**src/rtl/fpadd_pkg.sv**
```systemverilog
// Shared types and constants for the serial FP adder scheduler.
package fpadd_pkg;

    typedef enum logic [1:0] {S_WAIT, S_OPA, S_OPB} fpsched_state_t;

    localparam int FP_W = 32;
    localparam logic [31:0] FP_POS_ZERO = '0;

endpackage

```
**src/rtl/fpadd_rr_arb.sv**
```systemverilog
// Combinational round-robin arbiter: first asserted request at or after ptr.
module fpadd_rr_arb #(
    parameter int NREQ = 4,
    parameter int IDW  = $clog2(NREQ)
) (
    input  logic [NREQ-1:0] req,
    input  logic [IDW-1:0]  ptr,
    output logic [NREQ-1:0] gnt_onehot,
    output logic [IDW-1:0]  gnt_idx,
    output logic            gnt_any
);

    int idx;

    // Scan from the farthest offset back to ptr so the closest request wins.
    always_comb begin
        gnt_any = 1'b0;
        gnt_idx = '0;
        idx     = 0;
        for (int k = NREQ - 1; k >= 0; k--) begin
            idx = int'(ptr) + k;
            if (idx >= NREQ) begin
                idx = idx - NREQ;
            end
            if (req[idx]) begin
                gnt_any = 1'b1;
                gnt_idx = IDW'(idx);
            end
        end
    end

    genvar gi;
    generate
        for (gi = 0; gi < NREQ; gi++) begin : g_onehot
            assign gnt_onehot[gi] = gnt_any && (gnt_idx == IDW'(gi));
        end
    endgenerate

endmodule

```
**src/rtl/fpadd_sched.sv**
```systemverilog
// Round-robin scheduler sharing one serial FP adder between NREQ requesters.
// The adder cycles continuously; rounds with no request carry a 0+0 dummy op.
module fpadd_sched
    import fpadd_pkg::*;
#(
    parameter int NREQ = 4,
    parameter int IDW  = $clog2(NREQ)
) (
    input  logic                 clock,
    input  logic                 reset,
    input  logic [NREQ-1:0]      req_valid,
    input  logic [NREQ*FP_W-1:0] req_a,
    input  logic [NREQ*FP_W-1:0] req_b,
    output logic [NREQ-1:0]      req_ready,
    output logic                 rsp_valid,
    output logic [IDW-1:0]       rsp_id,
    output logic [FP_W-1:0]      rsp_sum,
    input  logic                 fpa_ready,
    input  logic [FP_W-1:0]      fpa_sum,
    output logic [FP_W-1:0]      fpa_a,
    output logic                 busy,
    output logic                 proto_err
);

    fpsched_state_t  state_reg, state_next;
    logic [IDW-1:0]  rr_ptr_reg, rr_ptr_next;
    logic            inflight_reg, inflight_next;
    logic [FP_W-1:0] opa_reg, opa_next;
    logic [FP_W-1:0] opb_reg, opb_next;
    logic [IDW-1:0]  cur_id_reg, cur_id_next;
    logic            rsp_valid_reg, rsp_valid_next;
    logic [IDW-1:0]  rsp_id_reg, rsp_id_next;
    logic [FP_W-1:0] rsp_sum_reg, rsp_sum_next;
    logic            proto_err_reg, proto_err_next;

    logic [NREQ-1:0] gnt_onehot;
    logic [IDW-1:0]  gnt_idx;
    logic            gnt_any;

    logic [FP_W-1:0] lane_a [NREQ];
    logic [FP_W-1:0] lane_b [NREQ];

    genvar gi;
    generate
        for (gi = 0; gi < NREQ; gi++) begin : g_lane
            assign lane_a[gi] = req_a[gi*FP_W +: FP_W];
            assign lane_b[gi] = req_b[gi*FP_W +: FP_W];
        end
    endgenerate

    fpadd_rr_arb #(
        .NREQ (NREQ),
        .IDW  (IDW)
    ) u_arb (
        .req        (req_valid),
        .ptr        (rr_ptr_reg),
        .gnt_onehot (gnt_onehot),
        .gnt_idx    (gnt_idx),
        .gnt_any    (gnt_any)
    );

    // State, operand, tag and response registers.
    always_ff @(posedge clock or posedge reset) begin
        if (reset) begin
            state_reg     <= S_WAIT;
            rr_ptr_reg    <= '0;
            inflight_reg  <= 1'b0;
            opa_reg       <= FP_POS_ZERO;
            opb_reg       <= FP_POS_ZERO;
            cur_id_reg    <= '0;
            rsp_valid_reg <= 1'b0;
            rsp_id_reg    <= '0;
            rsp_sum_reg   <= FP_POS_ZERO;
            proto_err_reg <= 1'b0;
        end else begin
            state_reg     <= state_next;
            rr_ptr_reg    <= rr_ptr_next;
            inflight_reg  <= inflight_next;
            opa_reg       <= opa_next;
            opb_reg       <= opb_next;
            cur_id_reg    <= cur_id_next;
            rsp_valid_reg <= rsp_valid_next;
            rsp_id_reg    <= rsp_id_next;
            rsp_sum_reg   <= rsp_sum_next;
            proto_err_reg <= proto_err_next;
        end
    end

    // Next-state, adder operand sequencing, accept and response logic.
    always_comb begin
        state_next     = state_reg;
        rr_ptr_next    = rr_ptr_reg;
        inflight_next  = inflight_reg;
        opa_next       = opa_reg;
        opb_next       = opb_reg;
        cur_id_next    = cur_id_reg;
        rsp_valid_next = 1'b0;
        rsp_id_next    = rsp_id_reg;
        rsp_sum_next   = rsp_sum_reg;
        proto_err_next = proto_err_reg;
        req_ready      = '0;
        fpa_a          = FP_POS_ZERO;

        case (state_reg)
            S_WAIT: begin
                // First ready cycle (R1): retire previous op, accept next one.
                if (fpa_ready) begin
                    if (inflight_reg) begin
                        rsp_valid_next = 1'b1;
                        rsp_id_next    = cur_id_reg;
                        rsp_sum_next   = fpa_sum;
                    end
                    if (gnt_any && !reset) begin
                        req_ready     = gnt_onehot;
                        opa_next      = lane_a[gnt_idx];
                        opb_next      = lane_b[gnt_idx];
                        cur_id_next   = gnt_idx;
                        inflight_next = 1'b1;
                        rr_ptr_next   = (gnt_idx == IDW'(NREQ - 1)) ? '0 : gnt_idx + IDW'(1);
                    end else begin
                        opa_next      = FP_POS_ZERO;
                        opb_next      = FP_POS_ZERO;
                        inflight_next = 1'b0;
                    end
                    state_next = S_OPA;
                end
            end
            S_OPA: begin
                // Second ready cycle (R2): adder captures operand A.
                fpa_a = inflight_reg ? opa_reg : FP_POS_ZERO;
                if (!fpa_ready) begin
                    proto_err_next = 1'b1;
                    inflight_next  = 1'b0;
                    state_next     = S_WAIT;
                end else begin
                    state_next = S_OPB;
                end
            end
            S_OPB: begin
                // Load cycle for operand B; ready must already be low.
                fpa_a = inflight_reg ? opb_reg : FP_POS_ZERO;
                if (fpa_ready) begin
                    proto_err_next = 1'b1;
                end
                state_next = S_WAIT;
            end
            default: begin
                state_next = S_WAIT;
            end
        endcase
    end

    assign rsp_valid = rsp_valid_reg;
    assign rsp_id    = rsp_id_reg;
    assign rsp_sum   = rsp_sum_reg;
    assign busy      = inflight_reg;
    assign proto_err = proto_err_reg;

endmodule

```
**config.mk**
```make
export PLATFORM = sky130hd
export DESIGN_NAME = fpadd_sched
export DESIGN_NICKNAME = d
export VERILOG_FILES = /design/src/rtl/fpadd_pkg.sv /design/src/rtl/fpadd_rr_arb.sv /design/src/rtl/fpadd_sched.sv
export SDC_FILE = /design/constraint.sdc
export NUM_CORES = 1
export LEC_CHECK = 0
export ABC_AREA = 1
export BUFFER_PORTS_ARGS = -buffer_cell sky130_fd_sc_hd__buf_2
export CAP_MARGIN = 15
export CORE_MARGIN = 10
export CORE_UTILIZATION = 30
export DETAILED_ROUTE_END_ITERATION = 8
export PLACE_DENSITY = 0.58
export SLEW_MARGIN = 20
export SYNTH_ARGS = -nofsm -noshare
export SYNTH_HDL_FRONTEND = slang
export SYNTH_HIERARCHICAL = 1
export SYNTH_SLANG_ARGS = --single-unit
```
**constraint.sdc**
```tcl
create_clock -name clock -period 4.4 [get_ports clock]
set_clock_uncertainty 0.2 [all_clocks]
set_input_delay 0.22 -clock clock [delete_from_list [all_inputs] [get_ports clock]]
set_output_delay 0.22 -clock clock [all_outputs]
set_load 0.05 [all_outputs]
```
==> flow_metrics.py <==
metrics = {
    "global_routing": {
        "use_met1": 0.2349,
        "use_met3": 0.06682,
        "grt_usage": 0.1966,
        "grt-ovfl-total": 0,
        "antenna_found_initial": 1,
        "grt_pass1_wl_microns": 44910,
        "grt_util_met2": 0.3260,
        "busiest_layer": "met2",
        "grt_pass1_vias": 8312,
        "grt_start_max_net_pins": 87,
    },
    "critical_path": {
        "cp-start-kind": "flop",
        "cp_num_buf_inv": 5,
        "crit_chain": "inv_1 -> nand2_1 -> nand2_1 -> nand2_1 -> nand3_1 -> nand3_1 -> a21boi_4 -> inv_2 -> buf_4 -> nand3_1 -> dlygate4sd3_1 -> nand3_1 -> dlygate4sd3_1 -> nand2_1",
        "cp_max_fo": 52,
        "cp_slowest_cell": "inv_2",
        "critical_path.max_stage_delay_ns": 0.73,
        "critPathTopFamily": "buffers and inverters",
        "end_kind": "flop",
        "cp.required_ns": 4.44,
        "arrival_ns": 3.97,
        "timing_worst_setup_path_type": "flop to flop",
    },
    "routing": {
        "wl_microns": 30060,
        "drt-initial-drc-count": 480,
        "vias_per_cell": 4.680,
        "detail_route.first_pass.iterations": 4,
        "drc": 0,
        "vias": 8143,
        "routedWlPerCell_microns": 17.27,
        "drt.antenna.violating_nets": 0,
    },
    "final_layout": {
        "finalNonFillerCells": 1740,
        "area_growth_pct": 42.63,
        "fill_cells": 2384,
        "layout.nets": 1750,
        "drive_gt1_frac": 0.2799,
    },
    "floorplan": {
        "num_io_pins": 368,
        "die_area_sq_um": 29090,
        "start_util": 0.3022,
        "fp.dieH_microns": 170.6,
        "core_area_sq_um": 22500,
        "rows": 55,
        "die_w_microns": 170.6,
    },
    "pwr": {
        "ir_drop_mv": 0.6752,
        "p_per_area_nw_per_um2": 761.5,
        "p_leak_nw": 5.420,
    },
    "sta": {
        "min_period_ns": 3.928,
        "fin_crit_sh": 0.8928,
        "holdWs_ns": 0.007615,
        "max_freq_mhz": 254.6,
        "drv_slew": 0,
        "setup_violations": 0,
        "final-hold-violation-count": 0,
        "fin_setup_tns_ns": 0,
        "worst_slew_pin_slew_ns": 1.024,
        "rsz0062_at_grt": "no",
        "worst_slack_ns": 0.4719,
        "maxSlewHeadroom": 0.3160,
    },
    "clock_network": {
        "insertion_delay_ns": 0.35,
        "cts_num_sinks": 107,
        "cts_max_level": 3,
        "postCtsSetupRepairBufs": 0,
        "cts_buffer_depth": 2,
        "cts.reportedPaths.clkPinSlew_ns": 0.08,
        "cts_made_buffers": 9,
        "cts_tree": "yes",
        "clockRootBuffer": "clkbuf_16",
    },
    "placed_design": {
        "port_buffers": 367,
        "hpwl_microns": 22830,
        "dp_slack_ns": 1.503,
        "dpl.cell_count": 1655,
        "gp_congestion": 0.8281,
    },
    "synthesis": {
        "synth_top_cell_by_area": "dfrtp_1",
        "synth.distinct_cells": 22,
        "syn_inst": 1065,
        "syn_area_per_cell_sq_um": 6.385,
        "synthTopCellsByArea": "dfrtp_1 (39%), nand2_1 (33%), nand3_1 (15%)",
        "synth-seq-cells": 107,
        "syn_area_sq_um": 6800,
        "ys.warnings.count": 6,
        "ys_seq_area_frac": 0.3937,
        "synth_top_area_frac": 0.3937,
        "synth_nets": 1366,
    },
    "min_path": {
        "worst_hold_path_type": "primary input to flop",
    },
    "job": {
        "maxCapViolCount": 0,
    },
    "run_status": {
        "status": "finished clean",
    },
}
==> cells by family (layout without fill, tap and decap cells) <==
kind of cell	count (synthesis)	count (layout)	synth area share
fa+ha+maj	6	6	0.01104
flops	107	107	0.3937
buf+inv	97	486	0.07286
other cells	0	1	0
compound gates	46	46	0.03570
simple gates	809	809	0.4867
==> timing repair <==
item / 4_1_cts / 5_1_grt
hold buffers: 68 / 0
gates resized for setup: 0 / 0
endpoints found under the setup margin: 0 / 0
endpoints found under the hold margin: 97 / 0
==> power breakdown <==
group	switching [mW]	total [mW]	internal [mW]	leakage (nW)
combinational	3.31	4.74	1.43	3.88
sequential	0.329	1.79	1.46	1.38
clock	0.390	0.854	0.464	0.155
==> final cells by class <==
type,count,area [sq um],area share
sequential,107,2678,0.2761
timing repair buffer,447,2620,0.2701
clock buffer,10,239.0,0.02464
multi-input combinational,861,3640,0.3753
tap,285,356.6,0.03676
antenna,1,2.502,0.0002580
clock inverter,6,72.57,0.007482
inverter,23,91.34,0.009417
==> through the flow <==
stage | total power, mW | cell area [sq um] | utilization
6_report | 7.386 | 9699 | 0.4310
2_1_floorplan | 5.294 | 6800 | -
4_1_cts | 7.471 | 9697 | 0.4309
5_1_grt | 8.104 | 9697 | 0.4309
3_5_place_dp | 6.419 | 8705 | 0.3868
3_3_place_gp | 6.400 | 8705 | 0.3868
==> Yosys cell counts <==
| cell type | n |
|---|---|
| nand2_1 | 589 |
| o21bai_1 | 1 |
| nand2_2 | 4 |
| inv_2 | 3 |
| nor2_4 | 1 |
| or2_2 | 1 |
| clkbuf_1 | 10 |
| nor2_1 | 12 |
| buf_4 | 21 |
| buf_6 | 1 |
| ha_1 | 6 |
| o22ai_1 | 1 |
| nand3_1 | 202 |
| o21ai_0 | 2 |
| buf_1 | 6 |
| a21boi_2 | 1 |
| buf_2 | 36 |
| o21ai_1 | 7 |
| dfrtp_1 | 107 |
| inv_1 | 20 |
| o211ai_1 | 1 |
| a21oi_1 | 33 |
==> path summary, 6_finish.rpt <==
check,slack (ns),from,cells past startpoint,endpoint
max reg2reg,0.47,rr_ptr_reg[0]$_DFFE_PP0P_,14,opb_reg[25]$_DFFE_PP0P_
min,0.008,req_b[83],5,opb_reg[19]$_DFFE_PP0P_
min reg2reg,0.28,rsp_sum[11]$_DFFE_PP0P_,2,rsp_sum[11]$_DFFE_PP0P_
max in group asynchronous,2.44,reset,4,opa_reg[2]$_DFFE_PP0P_
max,0.47,rr_ptr_reg[0]$_DFFE_PP0P_,14,opb_reg[25]$_DFFE_PP0P_
min in group asynchronous,0.28,reset,3,rsp_sum[14]$_DFFE_PP0P_
==> tightest hold or removal path, delay by kind of cell <==
kind,cells,cell delay (ns)
buffers and inverters,1,0.08
AND/OR/NAND/NOR,4,0.23
==> layout by cell type (no fill, tap or decap) <==
cell / netlist / final
inv_2: 3 / 3
diode_2: 0 / 1
buf_2: 36 / 367
o22ai_1: 1 / 1
buf_12: 0 / 1
nand2_1: 589 / 589
inv_4: 0 / 2
nand2_2: 4 / 3
inv_1: 20 / 18
a21boi_4: 0 / 1
clkbuf_8: 0 / 1
o21bai_1: 1 / 1
clkbuf_16: 0 / 9
dfrtp_1: 107 / 107
nor2_4: 1 / 1
ha_1: 6 / 6
o211ai_1: 1 / 1
buf_4: 21 / 11
nand2_4: 0 / 1
or2_2: 1 / 1
bufinv_16: 0 / 1
inv_8: 0 / 1
nand3_1: 202 / 202
dlygate4sd3_1: 0 / 68
clkinv_4: 0 / 3
o21ai_1: 7 / 7
o21ai_0: 2 / 2
nor2_1: 12 / 12
a21oi_1: 33 / 33
clkinv_2: 0 / 1
==> routing by layer <==
metal / up-vias / wire [microns]
met2: 306 / 14070
met5: - / 0
li1: 4147 / -
met4: 0 / 689
met1: 3656 / 12320
met3: 34 / 2976
Power figures use the tool's default switching activity.
